### src/rtl/settle_timer.sv
// Settle-window counter: counts while enabled, wraps to zero at SETTLE_CYCLES-1
// and flags that cycle as the window-end.
module settle_timer #(
    parameter int unsigned SETTLE_CYCLES = 7
) (
    input  logic clk_i,
    input  logic rst_i,
    input  logic clr_i,
    input  logic en_i,
    output logic tc_o
);

    localparam logic [7:0] LAST = 8'(SETTLE_CYCLES - 1);

    logic [7:0] count_q, count_d;

    assign tc_o = en_i && (count_q == LAST);

    always_comb begin
        count_d = count_q;
        if (clr_i || tc_o) begin
            count_d = '0;
        end else if (en_i) begin
            count_d = count_q + 8'd1;
        end
    end

    always_ff @(posedge clk_i) begin
        if (rst_i) begin
            count_q <= '0;
        end else begin
            count_q <= count_d;
        end
    end

endmodule

### config.mk
export PLATFORM = sky130hd
export DESIGN_NAME = settle_timer
export DESIGN_NICKNAME = d
export VERILOG_FILES = /design/src/rtl/settle_timer.sv
export SDC_FILE = /design/constraint.sdc
export NUM_CORES = 1
export LEC_CHECK = 0
export ABC_CLOCK_PERIOD_IN_PS = 1510
export BUFFER_PORTS_ARGS = -buffer_cell sky130_fd_sc_hd__buf_4
export CAP_MARGIN = 20
export CORE_AREA = 3 3 40 42
export DETAILED_ROUTE_END_ITERATION = 16
export DIE_AREA = 0 0 43 45
export GPL_TIMING_DRIVEN = 0
export PLACE_DENSITY_LB_ADDON = 0.1
export SLEW_MARGIN = 40
export SYNTH_ARGS = -nofsm -noshare
export SYNTH_HDL_FRONTEND = slang
export SYNTH_SLANG_ARGS = --single-unit
### constraint.sdc
create_clock -name clk_i -period 1.51 [get_ports clk_i]
set_input_delay 0.2265 -clock clk_i [delete_from_list [all_inputs] [get_ports clk_i]]
set_output_delay 0.2265 -clock clk_i [all_outputs]
set_load 0.005 [all_outputs]
# [Yosys cells after proc, flatten, opt, wreduce, memory -nomap -nowiden]
# Index checks and enable logic that the tools add are counted.
[word_totals] in_bits=4 elab_cells=6 register_bits=8
[op_classes] add_sub_neg=1 reduce_logical=3 n_eq_ne=1
[ops] op="$add A8 B1 Y8 const B" count=1
[ops] op="$eq A8 B3 Y1 const B" count=1
[ops] op="$reduce_or A2 Y1" count=1
[ops] op="$logic_and A1 B1 Y1" count=1
[ops] op="$logic_or A1 B1 Y1" count=1

# [Longest topological paths before layout]
# Gate-level depths: netlist of run 1.
[depth] depth_word=4 ltp_mapped=4 ltp_nobuf=4

# [Worst setup path after synthesis of run 1]
# Ideal clock, no wire load.
[synth_timing] path_type="register to register" startpoint="register count_q[0]" endpoint="register count_q[6]" arrival_ns=1.105 n_path_buf=0 stages_incl_launch_ff=5 path_slack_ns=0.335 path_cell_list="dfxtp_1 -> ha_1 -> nand3_1 -> or3_1 -> a21oi_1"
[synth_between] elab_chain_cells=4
[synth_lines] item="start: declaration" line_no="15" text="logic [7:0] count_q, count_d;"
[synth_lines] item="start signal: assignment" line_no="32" text="count_q <= count_d;"
[synth_lines] item="branches (longest 4 deep; another with $add A8 B1 Y8)"
# Parallel ways; which one is timed is not known.
# A chain may end at the register's enable or synchronous reset.

# [Final worst setup path of run 1]
[layout_timing] startpoint="register count_q[3]" endpoint="output port tc_o"
[layout_between] elab_chain_cells=2
[layout_lines] item="$eq A8 B3 Y1" line_no="17" text="assign tc_o = en_i && (count_q == LAST);"
[layout_lines] item="$logic_and A1 B1 Y1" line_no="17"
[layout_lines] item="end: declaration" line_no="10" text="output logic tc_o"
# No other way between the ends.

==> results of run 1 <==
[what timing repair did]
item	CTS	global route
gates cloned	0	0
endpoints found under the setup margin	1	1
buffers inserted	0	0
resized for setup	1	2
pin swaps	0	2
hold buffers	0	0
[kinds of logic (layout without fill, tap and decap cells)]
group / Yosys count / count (layout) / synth area share, %
adders and majority gates: 2 / 2 / 6.31
buffers and inverters: 2 / 8 / 2.84
and+or+nand+nor: 19 / 19 / 27.1
AOI/OAI and AO/OA: 10 / 10 / 16.7
DFF: 8 / 8 / 40.4
xor gates and xnor gates: 3 / 3 / 6.63
[cell usage in the layout (no fill, tap or decap)]
master	instances
a211o_2	1
a211oi_2	1
a21oi_1	4
a31o_2	1
and3_1	1
and3b_1	1
buf_4	4
clkbuf_4	3
dfxtp_1	7
dfxtp_2	1
ha_1	2
inv_1	1
nand2_1	3
nand3_1	2
nand4_1	2
nand4_2	1
nor2_1	4
nor4_4	1
o21ai_0	3
or2_2	1
or3_1	3
xnor2_1	1
xor2_1	2
[routing by layer]
layer	vias to the layer above	track usage [%]
li1	174	-
met4	0	9.04
met1	159	9.20
met3	2	2.39
met2	2	15.0
met5	-	0
[through the flow]
| stage | utilization, % | hold slack [ns] | worst slack [ns] |
|---|---|---|---|
| floorplan | - | 0.423 | 0.335 |
| global placement | 34.1 | 0.480 | 0.204 |
| detailed placement | 34.1 | 0.486 | 0.200 |
| CTS | 36.3 | 0.220 | 0.00203 |
| global route | 37.1 | 0.236 | 0.00581 |
| finish | 37.1 | 0.228 | 0.0907 |
[path summary, 6_finish.rpt]
check / end / start / slack, ns / cells after the start
max: tc_o / count_q[3]$_SDFFE_PP0P_ / 0.09 / 3
min: count_q[1]$_SDFFE_PP0P_ / en_i / 0.23 / 2
min reg2reg: count_q[7]$_SDFFE_PP0P_ / count_q[7]$_SDFFE_PP0P_ / 0.53 / 2
max reg2reg: count_q[6]$_SDFFE_PP0P_ / count_q[1]$_SDFFE_PP0P_ / 0.27 / 4
[final cells by class]
class	count	area (sq um)
Buffer	1	7.51
Multi-Input combinational cell	34	240
Sequential cell	8	161
Fill cell	144	808
Inverter	1	3.75
Tap cell	15	18.8
Timing Repair Buffer	3	22.5
Clock buffer	3	22.5
[worst max-delay path, stage by stage, from the launching register on]
cell and delay, ns:
dfxtp_1 0.44, and3b_1 0.22, and3_1 0.16, buf_4 0.13
[where the power goes]
group | switching (W) | internal [W] | leakage [nW] | total (W)
Clock | 0.0000689 | 0.0000907 | 0.0138 | 0.000160
Combinational | 0.0000121 | 0.0000124 | 0.104 | 0.0000245
Sequential | 0.00000360 | 0.000214 | 0.0651 | 0.000218
Total | 0.0000845 | 0.000317 | 0.183 | 0.000402
==> results.cfg, run 1 <==
[die]
initial_utilization_pct = 30.9
io_pins = 5
dieArea_sq_mm = 0.00194
dieWidth_um = 43
num_rows = 13
die_h_um = 45
core_area_sq_mm = 0.00128

[yosys]
postSynthAreaPerCell_sq_um = 9.01
yosysTopAreaCellShare_pct = 40.4
synth_top_area_cell = dfxtp_1
ys.flop_type = dfxtp_1
synth_cell_types = 21
ys_seq_elements = 8
ys_warn_count = 0
synth-async-reset-ratio_pct = 0
seq_area_frac_synth_pct = 40.4
synth_common_cells = dfxtp_1, a21oi_1, nor2_1
synth_most_common_cell = dfxtp_1
synth_nets = 50
ys_top_cells_by_area = dfxtp_1, ha_1, a21oi_1, or3_1, xor2_1
synth_edf_count = 0
syn_area_sq_um = 397
netlist_instances = 44

[global_route]
grt_pass1_vias = 299
grt_max_degree = 9
grt_first_pass_wirelength_mm = 1.21
antenna_found_initial = 0
grt_overflow_total = 0
gr-usage-all-layers_pct = 9.09

[sta]
layout_min_cycle_time_ns = 1.42
setup_viol = 0
finalMaxSlewViolations = 0
slew_headroom_pct = 83.3
min_period_over_period_pct = 94.0
finalClockSkew_ns = 0.00256
fin_setup_tns_ns = 0
worstMarginPinSlew_ns = 0.251
final_hold_viol_count = 0
fmax_mhz = 705
rsz0062_at_grt = no

[drt]
wire_per_inst_um = 11.4
antenna_left = 0
wl_met1_um = 333
vias = 337
drc = 0
dr.pass1.iters = 2
wl_met2_um = 379
dr_wl_met3_um = 18
maxUsedRoutingLayer = met4
drt_iter0_drc = 2
wirelength_um = 740
viasPerCell = 5.18

[clock_tree]
cts_buffers = 3
h-tree-depth = 1
cts-root-buf = clkbuf_4
insertion_delay_ns = 0.25
path_clk_slew_ns = 0.05
clock_sinks = 8
cts.path.max_buffers = 2
cts_tree = yes

[power_and_ir_drop]
power.total_w = 0.000402
p_leak_nw = 0.183
vdd_ir_drop_max_mv = 0.266
power-per-cell-area_mw_per_mm2 = 843

[final_layout]
regMostFlops = count_q
nets = 58
finalInstanceArea_sq_um = 477
largest_register_ff_count = 8
layout-area-overhead-vs-synth_pct = 20.2
top_regs = count_q (8)
drive_gt1_share_pct = 28.0
final_cells = 65
antennaDiodeCount = 0

[worst_hold_path]
hp-class = primary input to flop

[run]
drv_cap = 0

[critical_path]
cp_data_arrival_time_ns = 1.19
end_kind = primary output
critical_path.max_fanout = 7
worst-endpoint-required_ns = 1.28
startpoint_type = flop
path_class = flop to primary output

[place]
postPlaceCellArea_sq_um = 438
gp_congestion = 0.752
hpwl_um = 578
io_buffers = 3
placed_cells = 62

[status]
status = finished clean
(Power assumes the default switching activity.)
==> run 2, diff against run 1 <==
ABC_AREA = 1   (was unset)
==> run 2 against run 1 <==
  * Combinational power down 11%
  * Routed wire length up 4.6%
  * Fmax up 1.1%
  * Critical endpoint unchanged
  * Largest power group unchanged
==> results.cfg, run 2 <==
[status]
status = finished clean

[die]
die_h_um = 45
core_area_sq_mm = 0.00128
dieArea_sq_mm = 0.00194
dieWidth_um = 43
initial_utilization_pct = 34.5
num_rows = 13
io_pins = 5

[power_and_ir_drop]
p_leak_nw = 0.217
p_comb_share_pct = 5.5
power-per-cell-area_mw_per_mm2 = 775
vdd_ir_drop_max_mv = 0.430
seqPwrFrac_pct = 53.8
power_frac_clock_pct = 40.8
switching_share_pct = 21.6
power.internal_w = 0.000314
power.switching_w = 0.0000866
power.total_w = 0.000401

[worst_hold_path]
hold_end = count_q[0]$_SDFFE_PP0P_
min_from = en_i
hold_depth = 4
hp-class = primary input to flop

[yosys]
synth_most_common_cell = nand2_1
synth_cell_types = 12
ys.flop_type = dfxtp_1
seq_area_frac_synth_pct = 36.2
yosysTopAreaCellShare_pct = 36.2
synth-async-reset-ratio_pct = 0
ys_top_cells_by_area = dfxtp_1, nand2_1, inv_1, nor2_1, xor2_1
netlist_instances = 63
synth_edf_count = 0
postSynthAreaPerCell_sq_um = 7.03
ys_seq_elements = 8
synth_common_cells = nand2_1, inv_1, dfxtp_1, nor2_1, nand2_2
ys_warn_count = 0
synth_nets = 69
syn_area_sq_um = 443
synth_top_area_cell = dfxtp_1

[final_layout]
layout-area-overhead-vs-synth_pct = 16.7
largest_register_ff_count = 8
drive_gt1_share_pct = 25.7
regMostFlops = count_q
final_common_cell = nand2_1
top_regs = count_q (8)
nets = 78
antennaDiodeCount = 0
final_cell_mix = nand2_1, inv_1, nor2_1, dfxtp_1

[sta]
finalMaxSlewViolations = 0
slew_headroom_pct = 87.2
setup_viol = 0
finalClockSkew_ns = 0.00228
fmax_mhz = 712
worstMarginPinSlew_ns = 0.191
min_period_over_period_pct = 93.0
final_hold_viol_count = 0
fin_setup_tns_ns = 0
layout_min_cycle_time_ns = 1.40

[critical_path]
cp_data_arrival_time_ns = 1.18
reg2reg_from = count_q[0]$_SDFFE_PP0P_
rrSetupSlack_ns = 0.40
path_class = flop to primary output
reg2regPathDepth = 7
worst-endpoint-required_ns = 1.28
end_kind = primary output
critical_path.max_fanout = 3
startpoint_type = flop
r2r_end = count_q[1]$_SDFFE_PP0P_

[clock_tree]
cts.path.max_buffers = 2
cts_tree = yes
h-tree-depth = 1
insertion_delay_ns = 0.25
cts_resized = 0
clock_sinks = 8
cts-root-buf = clkbuf_4
ctsHoldBuffers = 0
cts_buffers = 3
post_cts_buffers = 0
path_clk_slew_ns = 0.05

[global_route]
grt_pass1_vias = 328
antenna_found_initial = 0
grt_overflow_total = 0
grt_first_pass_wirelength_mm = 1.38
grt_max_degree = 9
gr-usage-all-layers_pct = 10.3

[place]
gp_congestion = 0.711
hpwl_um = 588
io_buffers = 4

[drt]
drc = 0
antenna_left = 0
vias = 354
dr.pass1.iters = 4
wire_per_inst_um = 9.11
viasPerCell = 4.16
wirelength_um = 774
drt_iter0_drc = 9

[run]
drv_cap = 0
==> run 2: kinds of logic (layout without fill, tap and decap cells) <==
family                   Yosys count  in the layout  synth area share [%]
AND/OR/NAND/NOR                   36             36                  37.6
buffers and inverters             10             17                  8.48
flip-flops                         8              8                  36.2
AO/OA/AOI/OAI                      4              4                  6.22
XOR/XNOR                           3              3                  5.93
adder cells (fa/ha/maj)            2              2                  5.65
==> run 2: power groups by stage <==
stage	logic (W)	clock network, W	registers, W
floorplan	0.0000120	0	0.000219
global placement	0.0000222	0	0.000220
detailed placement	0.0000218	0	0.000219
CTS	0.0000219	0.000175	0.000215
global route	0.0000253	0.000186	0.000216
finish	0.0000219	0.000163	0.000215
==> run 2: stage by stage <==
stage	utilization, %	cells	hold WS, ns	cell area, sq um	setup slack [ns]
CTS	40.0	85	0.289	514	0.0273
floorplan	-	63	0.404	443	0.443
global route	40.2	85	0.283	517	-0.00306
detailed placement	38.3	82	0.464	492	0.311
finish	40.2	85	0.291	517	0.106
global placement	38.3	82	0.455	492	0.297
==> run 2: routing by layer <==
layer | GRT usage (%) | vias up | wire length (um) | part of all wire, %
met3 | 5.98 | 2 | 44 | 5.7
met5 | 0 | - | 0 | 0
met2 | 14.4 | 6 | 326 | 42
met4 | 5.42 | 0 | 10 | 1.3
li1 | - | 204 | - | -
met1 | 12.4 | 142 | 392 | 51
==> run 2: how the worst max path moves through the flow <==
stage / startpoint / endpoint / slack, ns / depth (start not counted)
2_1_floorplan: count_q[0]$_SDFFE_PP0P_ / count_q[1]$_SDFFE_PP0P_ / 0.44 / 4
3_3_place_gp: count_q[0]$_SDFFE_PP0P_ / tc_o / 0.30 / 7
3_5_place_dp: count_q[0]$_SDFFE_PP0P_ / tc_o / 0.31 / 7
4_1_cts: count_q[0]$_SDFFE_PP0P_ / tc_o / 0.03 / 7
5_1_grt: count_q[0]$_SDFFE_PP0P_ / tc_o / -0.003 / 7
6_report: count_q[0]$_SDFFE_PP0P_ / tc_o / 0.11 / 7
==> run 2: critical path, stage by stage (launching register included) <==
cell	delay (ns)
dfxtp_2	0.35
inv_2	0.04
ha_1	0.18
nand2_1	0.06
nor2_1	0.04
nand2_1	0.08
inv_1	0.04
buf_4	0.12
==> run 2: layout make-up <==
| class | instances | area [sq um] |
|---|---|---|
| fill | 141 | 768 |
| multi-input combinational | 45 | 245 |
| sequential | 8 | 163 |
| inverter | 10 | 37.5 |
| timing repair buffer | 4 | 30.0 |
| clock buffer | 3 | 22.5 |
| tap | 15 | 18.8 |
==> run 3, diff against run 2 <==
CAP_MARGIN = 15   (was 20)
CTS_BUF_LIST = sky130_fd_sc_hd__clkbuf_16   (was unset)
==> run 3 against run 2 <==
  * Non-clock buffer count unchanged
  * Combinational power about the same
  * Total power is 68% higher
  * Utilization up 4.1 points
  * Clock-buffer cell count is the same
  * Worst hold slack better by 0.020 ns
  * Die area stayed put
  * Register-to-register slack hardly changed
  * Critical path depth unchanged
  * Cell count did not move
  * Sequential share of layout area is 2.9 points lower
  * Sequential power hardly changed
==> results.cfg, run 3 (synthesized netlist as in run 2, its figures left out) <==
[status]
status = finished clean

[sta]
slew_headroom_pct = 87.3
finalClockSkew_ns = 0.00321
fmax_mhz = 722
setup_viol = 0
rsz0062_at_grt = no
min_period_over_period_pct = 91.7
finalMaxSlewViolations = 0
final_hold_viol_count = 0
worstMarginPinSlew_ns = 0.190
layout_min_cycle_time_ns = 1.38
fin_setup_tns_ns = 0

[final_layout]
final_util_pct = 44.3
largest_register_ff_count = 8
top_regs = count_q (8)
final_common_cell = nand2_1
regMostFlops = count_q
fillers = 133
antennaDiodeCount = 0
drive_gt1_share_pct = 24.3
layout-area-overhead-vs-synth_pct = 28.5
final_cell_mix = nand2_1, inv_1, nor2_1, dfxtp_1
nets = 78

[global_route]
grt_pass1_vias = 332
antenna_found_initial = 0
grt_overflow_total = 0
grt_max_degree = 9
gr-usage-all-layers_pct = 10.4
grt_first_pass_wirelength_mm = 1.38

[critical_path]
path_cells = inv_1 > ha_1 > nand2_1 > nor2_1 > nand2_1 > inv_1 > buf_4
critical_path.top_delay_family = flip-flops
critPathBufInv = 3
critical_path.max_fanout = 3
reg2regPathDepth = 7
crit_cells = 7
end_kind = primary output
worst-endpoint-required_ns = 1.28
rrSetupSlack_ns = 0.40
cp_data_arrival_time_ns = 1.16
startpoint_type = flop
path_class = flop to primary output
slowest_delay_ns = 0.34
slowest_stage = dfxtp_2

[drt]
drt_iter0_drc = 10
dr.pass1.iters = 4
wirelength_um = 771
wire_per_inst_um = 9.07
vias = 359
antenna_left = 0
viasPerCell = 4.22
drc = 0

[power_and_ir_drop]
vdd_ir_drop_max_mv = 0.947
p_leak_nw = 0.240
power-per-cell-area_mw_per_mm2 = 1190

[clock_tree]
clock_sinks = 8
insertion_delay_ns = 0.23
cts_tree = yes
path_clk_slew_ns = 0.03
cts_buffers = 3
cts.path.max_buffers = 2
h-tree-depth = 1
ctsHoldBuffers = 0
cts-root-buf = clkbuf_16

[die]
dieWidth_um = 43
dieArea_sq_mm = 0.00194
initial_utilization_pct = 34.5
die_h_um = 45
num_rows = 13
io_pins = 5
core_area_sq_mm = 0.00128

[worst_hold_path]
hp-class = primary input to flop
hold_depth = 4

[place]
io_buffers = 4
gp_congestion = 0.711
hpwl_um = 588

[run]
drv_cap = 0
run 3: power breakdown:
part           leakage (nW)  switching (W)  internal [W]
clock                0.0370      0.0000958      0.000341
combinational         0.138      0.0000120    0.00000969
sequential           0.0655     0.00000177      0.000215
run 3: path summary, 6_finish.rpt:
check | start | to
setup / recovery | count_q[0]$_SDFFE_PP0P_ | tc_o
hold / removal | en_i | count_q[1]$_SDFFE_PP0P_
hold reg to reg | count_q[7]$_SDFFE_PP0P_ | count_q[7]$_SDFFE_PP0P_
setup reg to reg | count_q[0]$_SDFFE_PP0P_ | count_q[3]$_SDFFE_PP0P_
run 3: repair_timing:
| item | 4_1_cts | 5_1_grt |
|---|---|---|
| setup endpoints to repair | 0 | 1 |
| buffers inserted | 0 | 0 |
| resized for setup | 0 | 2 |
run 3: metrics by stage:
step                      setup slack (ns)  hold slack, ns  total power, W  area, sq um  instances
after floorplan                      0.443           0.404        0.000231          443         63
after global placement               0.297           0.455        0.000242          492         82
after detailed placement             0.311           0.464        0.000241          492         82
after CTS                           0.0610           0.319        0.000691          567         85
after global routing               0.00425           0.323        0.000706          569         85
final                                0.125           0.310        0.000675          569         85
run 3: layout make-up:
| class | instances | area [sq um] | share of cell area (%) |
|---|---|---|---|
| timing repair buffer | 4 | 30.0 | 5.27 |
| multi-input combinational | 45 | 245 | 43.1 |
| sequential | 8 | 163 | 28.6 |
| inverter | 10 | 37.5 | 6.59 |
| clock buffer | 3 | 75.1 | 13.2 |
| tap | 15 | 18.8 | 3.30 |
run 3: metal layers:
layer  up-vias  wire length (um)  GRT usage, %  part of all wire, %
met5         -                 0             0                    0
met4         0                 9          5.42                  1.2
met3         2                54          5.98                  7.0
met2         8               336          14.7                   44
met1       145               371          12.4                   48
li1        204                 -             -                    -
run 3: worst reg2reg max path, stage by stage (launching register included):
cell     delay [ns]
dfxtp_2        0.32
inv_1          0.07
ha_1           0.14
nand2_1        0.05
nor2_1         0.09
nand2_1        0.08
nand2_2        0.17
nor2_1         0.07
